<file path="src/rtl/fetch_unit_pkg.sv">
// Shared front-end constants used by the pipeline stages: the canonical NOP encoding,
// the default boot address and the sequential fetch stride.
package fetch_unit_pkg;

    // addi x0, x0, 0
    localparam logic [31:0] NopInstr = 32'h0000_0013;

    localparam logic [31:0] DefaultResetVector = 32'h0000_0000;

    localparam int unsigned PcStep = 4;

endpackage

</file>
<file path="src/rtl/fetch_queue.sv">
// Circular-buffer FIFO with a single-cycle flush and an occupancy count.
// Depth must be a power of two so the pointers wrap naturally.
module fetch_queue #(
    parameter int unsigned Width = 32,
    parameter int unsigned Depth = 4
) (
    input  logic                   clk_i,
    input  logic                   rst_ni,
    input  logic                   flush_i,
    input  logic                   push_i,
    input  logic [Width-1:0]       push_data_i,
    input  logic                   pop_i,
    output logic                   head_valid_o,
    output logic [Width-1:0]       head_data_o,
    output logic [$clog2(Depth):0] count_o
);

    localparam int unsigned PtrW = $clog2(Depth);
    localparam int unsigned CntW = PtrW + 1;

    logic [Width-1:0] mem_q [Depth];
    logic [PtrW-1:0]  wr_ptr_q, wr_ptr_d;
    logic [PtrW-1:0]  rd_ptr_q, rd_ptr_d;
    logic [CntW-1:0]  count_q, count_d;

    logic empty;
    logic full;
    logic do_push;
    logic do_pop;

    assign empty = (count_q == '0);
    assign full  = (count_q == CntW'(Depth));

    // Flush wins over both ports; a pop at full frees the slot for a same-cycle push.
    assign do_pop  = pop_i && !empty && !flush_i;
    assign do_push = push_i && !flush_i && (!full || do_pop);

    always_comb begin
        wr_ptr_d = wr_ptr_q;
        rd_ptr_d = rd_ptr_q;
        count_d  = count_q;
        if (flush_i) begin
            wr_ptr_d = '0;
            rd_ptr_d = '0;
            count_d  = '0;
        end else begin
            if (do_push) begin
                wr_ptr_d = wr_ptr_q + PtrW'(1);
            end
            if (do_pop) begin
                rd_ptr_d = rd_ptr_q + PtrW'(1);
            end
            case ({do_push, do_pop})
                2'b10:   count_d = count_q + CntW'(1);
                2'b01:   count_d = count_q - CntW'(1);
                default: count_d = count_q;
            endcase
        end
    end

    always_ff @(posedge clk_i or negedge rst_ni) begin
        if (!rst_ni) begin
            wr_ptr_q <= '0;
            rd_ptr_q <= '0;
            count_q  <= '0;
        end else begin
            wr_ptr_q <= wr_ptr_d;
            rd_ptr_q <= rd_ptr_d;
            count_q  <= count_d;
        end
    end

    always_ff @(posedge clk_i) begin
        if (do_push) begin
            mem_q[wr_ptr_q] <= push_data_i;
        end
    end

    assign head_valid_o = !empty;
    assign head_data_o  = mem_q[rd_ptr_q];
    assign count_o      = count_q;

endmodule

</file>
<file path="src/rtl/fetch_unit.sv">
// Instruction fetch front end: sequential PC generation, credit-based request issue to a
// one-cycle-latency instruction memory, and a decoupling queue towards decode.
module fetch_unit
    import fetch_unit_pkg::*;
#(
    parameter int unsigned      XLEN         = 32,
    parameter logic [XLEN-1:0]  RESET_VECTOR = XLEN'(DefaultResetVector),
    parameter int unsigned      FQ_DEPTH     = 4
) (
    input  logic                      clk_i,
    input  logic                      rst_ni,
    input  logic                      redirect_valid_i,
    input  logic [XLEN-1:0]           redirect_pc_i,
    output logic                      imem_req_valid_o,
    output logic [XLEN-1:0]           imem_addr_o,
    input  logic [31:0]               imem_instr_i,
    output logic                      dec_valid_o,
    output logic [XLEN-1:0]           dec_pc_o,
    output logic [31:0]               dec_instr_o,
    input  logic                      dec_ready_i,
    output logic [$clog2(FQ_DEPTH):0] fq_count_o
);

    localparam int unsigned CntW = $clog2(FQ_DEPTH) + 1;
    localparam int unsigned EntW = XLEN + 32;

    logic            active_q;
    logic [XLEN-1:0] pc_q, pc_d;
    logic            inflight_q, inflight_d;
    logic [XLEN-1:0] inflight_pc_q, inflight_pc_d;

    logic [CntW-1:0] fq_count;
    logic [CntW:0]   credits_used;
    logic            credit_ok;
    logic            req;
    logic            push;
    logic            pop;
    logic            head_valid;
    logic [EntW-1:0] head_data;
    logic [XLEN-1:0] redirect_target;
    logic            unused_redirect_lsb;

    assign redirect_target     = {redirect_pc_i[XLEN-1:2], 2'b00};
    assign unused_redirect_lsb = ^redirect_pc_i[1:0];

    // Queued entries plus the outstanding response must fit, so the queue cannot overflow.
    assign credits_used = {1'b0, fq_count} + {{CntW{1'b0}}, inflight_q};
    assign credit_ok    = (credits_used < (CntW + 1)'(FQ_DEPTH));

    // active_q keeps the request line quiet while reset is held.
    assign req  = active_q && !redirect_valid_i && credit_ok;
    assign push = inflight_q && !redirect_valid_i;
    assign pop  = dec_ready_i && head_valid;

    always_comb begin
        pc_d          = pc_q;
        inflight_pc_d = inflight_pc_q;
        inflight_d    = req;
        if (redirect_valid_i) begin
            pc_d = redirect_target;
        end else if (req) begin
            pc_d          = pc_q + XLEN'(PcStep);
            inflight_pc_d = pc_q;
        end
    end

    always_ff @(posedge clk_i or negedge rst_ni) begin
        if (!rst_ni) begin
            active_q      <= 1'b0;
            pc_q          <= RESET_VECTOR;
            inflight_q    <= 1'b0;
            inflight_pc_q <= '0;
        end else begin
            active_q      <= 1'b1;
            pc_q          <= pc_d;
            inflight_q    <= inflight_d;
            inflight_pc_q <= inflight_pc_d;
        end
    end

    fetch_queue #(
        .Width (EntW),
        .Depth (FQ_DEPTH)
    ) u_fetch_queue (
        .clk_i        (clk_i),
        .rst_ni       (rst_ni),
        .flush_i      (redirect_valid_i),
        .push_i       (push),
        .push_data_i  ({inflight_pc_q, imem_instr_i}),
        .pop_i        (pop),
        .head_valid_o (head_valid),
        .head_data_o  (head_data),
        .count_o      (fq_count)
    );

    always_comb begin
        imem_req_valid_o = req;
        imem_addr_o      = pc_q;
        dec_valid_o      = head_valid;
        dec_pc_o         = '0;
        dec_instr_o      = NopInstr;
        if (head_valid) begin
            dec_pc_o    = head_data[EntW-1:32];
            dec_instr_o = head_data[31:0];
        end
        fq_count_o = fq_count;
    end

endmodule

</file>
<file path="config.mk">
export PLATFORM = sky130hd
export DESIGN_NAME = fetch_unit
export DESIGN_NICKNAME = d
export VERILOG_FILES = /design/src/rtl/fetch_unit_pkg.sv /design/src/rtl/fetch_queue.sv /design/src/rtl/fetch_unit.sv
export SDC_FILE = /design/constraint.sdc
export NUM_CORES = 1
export LEC_CHECK = 0
export CAP_MARGIN = 10
export CORE_UTILIZATION = 41
export DETAILED_ROUTE_END_ITERATION = 10
export GPL_TIMING_DRIVEN = 0
export PLACE_DENSITY_LB_ADDON = 0.2
export SLEW_MARGIN = 40
export SYNTH_ARGS = -nofsm -noshare
export SYNTH_HDL_FRONTEND = slang
export SYNTH_SLANG_ARGS = --single-unit
</file>
<file path="constraint.sdc">
create_clock -name clk_i -period 2.8 [get_ports clk_i]
set_clock_uncertainty 0.1 [all_clocks]
set_input_delay 0.42 -clock clk_i [delete_from_list [all_inputs] [get_ports clk_i]]
set_output_delay 0.42 -clock clk_i [all_outputs]
set_load 0.005 [all_outputs]
</file>
==> run summary, run 1 <==
Logic pwr share - 0.156
met1 usage - 0.265
DRT iter0 DRCs - 527
Final Slew Violations - 0
Crit. End Element - primary output
fill count - 2,496
Initial Util - 0.418
max cap viols - 0
cell count after synthesis - 779
total track usage - 0.185
antenna violations before repair - 0
Syn Area/Cell - 16.5 µm²
register area share after synthesis - 0.715
Clock Power Share - 0.365
RR Endpoint - u_fetch_queue.mem_q[2][10]
total CTS buffers - 35
Post-Syn Area - 12,800 µm²
Worst R2R Path Depth - 6
worst slack at placement - -485 ps
drt total wl - 28,900 µm
final setup margin - 9.01 ps
HPWL Detailed - 19,000 µm
row cnt - 64
post-route minimum period - 2790 ps
multi-input logic area - 3480 µm²
number of global-route vias before repair - 7,432
Netlist cell types - 52
Tot Pwr - 12,000 µW
Crit Path Class - flop to primary output
WP data arrival - 2270 ps
sequential share of power - 0.479
Die Y - 179 µm
synthesized flop and latch total - 317
Sink Count - 317
Root Buffer Master - clkbuf_16
H-Tree Depth - 2
unrepaired setup endpoints after global routing - yes
ANT cells - 0
Post-layout nets - 1,077
Slew HR - 0.521
min-delay worst type - input pin to async pin
Clock Path Buffers - 3
Synth async-reset ratio - 0.218
Via Count - 7,510
worst path cell trace - buf_12 > buf_6 > buf_12 > mux4_2 > and2_4 > dlygate4sd2_1
final antenna-violating net count - 0
switching portion of total power - 0.238
worst path required time - 2280 ps
max incr delay on CP - 550 ps
Final Util - 0.540
Final Setup Violations - 0
Placer Congestion - 0.910
Max Fclk - 358 MHz
Crit-path slowest cell - mux4_2
I/O Buffers - 162
Switching Power - 2850 µW
CP dominant cell by count - buf_12
1st-pass router iterations - 5
Layout Cells excl Fill - 1,423
routed len/inst - 20.3 µm
Reg clk slew, reported paths - 60 ps
Hold Vio Cnt, Final - 0
met2 usage - 0.293
Register Area - 9180 µm²
layout cells sized above 1 - 0.209
status - complete, no violations
period utilisation layout - 0.997
r2r startpoint - u_fetch_queue.count_o[1]
Leak - 0.00640 µW
Die ar. - 32,000 µm²
Setup Total Neg Slack - 0 ps
setup slack, reg-to-reg - 260 ps
CTS tree - yes
Syn-to-layout area delta - 29.1%
clock latency on the worst-skew pair - 500 ps
DRC violation count after routing - 0
Crit Path Max Fanout - 10
actual transition at the worst max-transition pin - 718 ps
busiest grt layer - met2
commonest non-fill, non-tap cells in the layout - edfxtp_1, nand2_1, clkdlybuf4s50_1
dominant synthesized flop cell - edfxtp_1
CORE AREA - 30,700 µm²
Worst VDD drop - 305 µV
most common cell after layout, fill and taps aside - edfxtp_1
largest net degree at the start of global routing - 37
Yosys warnings - 0
placed instance count - 1,348
P per Cell Area - 723 nW/µm²
IO Count - 169
Pint - 9120 µW
total congestion overflow - 0
first-pass GRT wire length - 44,000 µm
Post-synth EDFFs - 248
Die Width - 179 µm
Avg Vias per Cell - 5.28
met3 GRT Util - 0.0356
startpoint class of the critical path - flop
-- state kept, by name, indices dropped and copies added (netlist names) --
signal,cells
imem_addr_o,30
u_fetch_queue.rd_ptr_q,2
inflight_q,1
u_fetch_queue.count_o,3
u_fetch_queue.wr_ptr_q,2
active_q,1
inflight_pc_q,30
u_fetch_queue.mem_q,248
-- worst max path at each step --
stage                                 to  cells after the start                      start  slack, ps
4_1_cts                   dec_instr_o[8]                      5  u_fetch_queue.rd_ptr_q[0]       -130
3_5_place_dp    u_fetch_queue.count_o[2]                      9           redirect_valid_i       -490
2_1_floorplan  u_fetch_queue.mem_q[0][0]                      4   u_fetch_queue.count_o[1]        440
3_3_place_gp   u_fetch_queue.rd_ptr_q[1]                      1                     rst_ni      -1290
6_report                    dec_pc_o[17]                      6  u_fetch_queue.rd_ptr_q[0]          9
5_1_grt                     dec_pc_o[17]                      6  u_fetch_queue.rd_ptr_q[0]        -60
-- cell families after synthesis --
logic type / Yosys count / synth area share
other: 2 / 0.000585
buffers and inverters: 53 / 0.0182
and+or+nand+nor: 262 / 0.106
muxes: 66 / 0.112
AOI/OAI and AO/OA: 68 / 0.0383
DFF: 317 / 0.715
adders and majority gates: 6 / 0.00644
xor gates and xnor gates: 5 / 0.00341
-- cell usage after synthesis (4+ instances only) --
library cell	number	area (µm²)
a221o_1	10	100
a31o_2	7	61.3
and2_1	65	407
and3_1	7	43.8
buf_2	16	80.1
buf_4	4	30.0
clkbuf_1	20	75.1
dfrtp_1	69	1730
edfxtp_1	248	7450
ha_1	5	62.6
inv_1	9	33.8
mux2i_1	4	40.0
mux4_2	62	1400
nand2_1	111	417
nand3_1	18	90.1
nand4_1	14	87.6
nor2_1	14	52.6
nor3_1	7	35.0
nor4_1	4	25.0
o211ai_1	6	45.0
o21ai_0	22	110
o311ai_0	4	35.0
xor2_1	4	35.0
-- critical path, delay by kind of cell (launching register included) --
kind / cells / cell delay, ps
buffers and inverters: 4 / 660
multiplexers: 1 / 550
flip-flops: 1 / 370
AND/OR/NAND/NOR: 1 / 180
-- through the flow --
step	hold WS [ps]	instance area, µm²
floorplan	24.4	12800
global placement	397	15000
detailed placement	242	15100
CTS	274	16400
global route	282	16600
finish	275	16600
-- power by group through the flow --
stage	registers [µW]	logic, µW	clock network [µW]
after floorplan	5720	902	0
after global placement	5820	1800	0
after detailed placement	5820	1830	0
after CTS	5740	1870	4470
after global routing	5780	2060	4670
final	5730	1870	4370
-- cell type report --
type	count	area share
flip-flops and latches	317	0.554
multi-input cells	412	0.210
repair buffers	186	0.118
clock buffers	48	0.0588
well taps	396	0.0299
plain buffers	41	0.0196
clock inverters	13	0.00755
inverters	10	0.00272
-- metal layers --
metal  routed length (µm)  vias to the layer above
met5                    0                        -
met2                13500                      275
met4                  456                        0
met1                12900                     3753
li1                     -                     3444
met3                 2020                       38
-- repair_timing --
item	in CTS	in global routing
hold buffers	1	0
buffers inserted	7	8
pin swaps	1	2
endpoints found under the setup margin	64	32
gates resized for setup	85	71
endpoints found under the hold margin	35	0
(Power assumes the default switching activity.)
==> inputs of run 2 (changes only) <==
Settings changed: GPL_ROUTABILITY_DRIVEN set to 0.
==> results of run 2 <==
The final DEF is identical to that of run 1; final timing and power are the same.
==> inputs of run 3 (changes only) <==
Settings changed: ABC_AREA set to 1, CORE_ASPECT_RATIO set to 1.1.
==> run summary, run 3 <==
Post-synth top cells - nor2_1, edfxtp_1, o21ai_0
Root Buffer Master - clkbuf_16
fin area - 17,500 µm²
final antenna-violating net count - 0
total track usage - 0.208
1st-pass router iterations - 5
Die Y - 192 µm
RR Endpoint - u_fetch_queue.mem_q[2][40]
period utilisation layout - 1.02
HPWL Detailed - 23,200 µm
final setup margin - -54.9 ps
row cnt - 69
H-Tree Depth - 2
Reg clk slew, reported paths - 60 ps
Synth async-reset ratio - 0.218
cell count after synthesis - 1,250
Switching Power - 4690 µW
drt total wl - 34,300 µm
antenna violations before repair - 0
setup slack, reg-to-reg - 470 ps
Crit. End Element - primary output
Post-synth EDFFs - 248
Initial Util - 0.416
fill count - 2,820
Avg Vias per Cell - 5.06
most common cell after layout, fill and taps aside - nor2_1
Hold Path Sink - imem_addr_o[25]
clock latency on the worst-skew pair - 500 ps
dominant cells by area after synthesis - edfxtp_1, dfrtp_1, nor2_1
Final Slew Violations - 0
actual transition at the worst max-transition pin - 695 ps
number of global-route vias before repair - 9,635
status - finished, violations left
I/O Buffers - 161
Setup Total Neg Slack - -113 ps
Reg with most FFs - u_fetch_queue.mem_q
Syn-to-layout area delta - 30.4%
worst hold path startpoint - redirect_valid_i
unrepaired setup endpoints after global routing - yes
post-route minimum period - 2850 ps
synthesized flop and latch total - 317
Yosys top cell by area - edfxtp_1
register area share after synthesis - 0.683
Crit Path Max Fanout - 10
number of flip-flops in the largest register - 248
IO Count - 169
Die ar. - 33,500 µm²
Final Util - 0.542
total CTS buffers - 34
placed instance count - 1,857
max cap viols - 0
Via Count - 9,731
placed standard-cell area - 16,000 µm²
commonest non-fill, non-tap cells in the layout - nor2_1, edfxtp_1, o21ai_0
Hold Vio Cnt, Final - 0
Final Setup Violations - 6
largest net degree at the start of global routing - 54
Worst VDD drop - 439 µV
total congestion overflow - 0
Crit Path Class - flop to primary output
worst slack at placement - -168 ps
Layout Cells excl Fill - 1,924
DRT iter0 DRCs - 828
WHS Path Cells - 5
routed len/inst - 17.8 µm
min-delay worst type - input pin to flop
dominant synthesized flop cell - edfxtp_1
post-synth top area share - 0.554
sequential share of power - 0.411
WP data arrival - 2330 ps
failing checks - setup timing
worst path required time - 2280 ps
Slew HR - 0.537
Yosys warnings - 0
Pint - 10,600 µW
r2r startpoint - u_fetch_queue.count_o[1]
startpoint class of the critical path - flop
DRC violation count after routing - 0
Post-layout nets - 1,549
Netlist cell types - 35
first-pass GRT wire length - 53,500 µm
Clock Path Buffers - 3
cell with the most instances after synthesis - nor2_1
Logic pwr share - 0.291
CORE AREA - 32,300 µm²
layout cells sized above 1 - 0.119
switching portion of total power - 0.306
ANT cells - 0
Worst R2R Path Depth - 7
Die Width - 175 µm
Syn Area/Cell - 10.7 µm²
Max Fclk - 350 MHz
Post-Syn Area - 13,400 µm²
P per Cell Area - 875 nW/µm²
CTS tree - yes
Leak - 0.00691 µW
Clock Power Share - 0.297
Sink Count - 317
[run 3: repair_timing]
action                     CTS  global route
gates cloned                 1             0
pin swaps                    7            20
buffers inserted             5             1
setup endpoints to repair   62            39
hold endpoints to repair    69             0
resized for setup          117            35
hold buffers                 1             0
[run 3: final cells by class]
class	instances	area, µm²	area share
buffer	66	517	0.0295
clock buffer	48	987	0.0564
clock inverter	11	151	0.00864
inverter	69	267	0.0152
multi-input combinational	801	3770	0.216
sequential	317	9180	0.524
tap	426	533	0.0304
timing repair buffer	186	2110	0.120
[run 3: how the worst max path moves through the flow]
| stage | startpoint | endpoint | slack [ps] |
|---|---|---|---|
| 2_1_floorplan | redirect_valid_i | u_fetch_queue.mem_q[0][0] | -150 |
| 3_3_place_gp | dec_ready_i | u_fetch_queue.mem_q[3][27] | -2060 |
| 3_5_place_dp | dec_ready_i | u_fetch_queue.mem_q[2][28] | -170 |
| 4_1_cts | u_fetch_queue.rd_ptr_q[0] | dec_instr_o[25] | -160 |
| 5_1_grt | u_fetch_queue.rd_ptr_q[0] | dec_instr_o[24] | -170 |
| 6_report | u_fetch_queue.rd_ptr_q[0] | dec_pc_o[13] | -50 |
[run 3: stage by stage]
step | hold WS, ps | total power, µW
floorplan | 24.4 | 8210
global placement | 396 | 10600
detailed placement | 171 | 10700
CTS | 202 | 15500
global route | 241 | 16100
finish | 213 | 15300
[run 3: power by group through the flow]
stage	Combinational [µW]	Sequential [µW]	Clock [µW]
after CTS	4560	6300	4630
after global routing	4940	6390	4800
after floorplan	1990	6220	0
after detailed placement	4300	6380	0
after global placement	4190	6360	0
final	4460	6300	4560
[run 3: cells by family after synthesis]
logic type                 after synthesis  synth area share
and+or+nand+nor                        528             0.163
DFF                                    317             0.683
AOI/OAI and AO/OA                      254            0.0982
buffers and inverters                  135            0.0437
xor gates and xnor gates                 8           0.00522
adders and majority gates                6           0.00615
other                                    2          0.000559
[run 3: critical path, stage by stage (launching register included)]
cell,delay (ps)
dfrtp_1,410
buf_6,150
buf_12,110
buf_4,180
nor2_1,60
nor2_1,70
o21ai_0,120
a21oi_2,210
clkdlybuf4s50_1,530
[run 3: layer usage]
| layer | track usage | routed length [µm] | part of all wire |
|---|---|---|---|
| met3 | 0.0283 | 1630 | 0.047 |
| met5 | 0 | 0 | 0 |
| met1 | 0.269 | 15000 | 0.44 |
| met4 | 0.0796 | 1020 | 0.030 |
| met2 | 0.358 | 16700 | 0.49 |
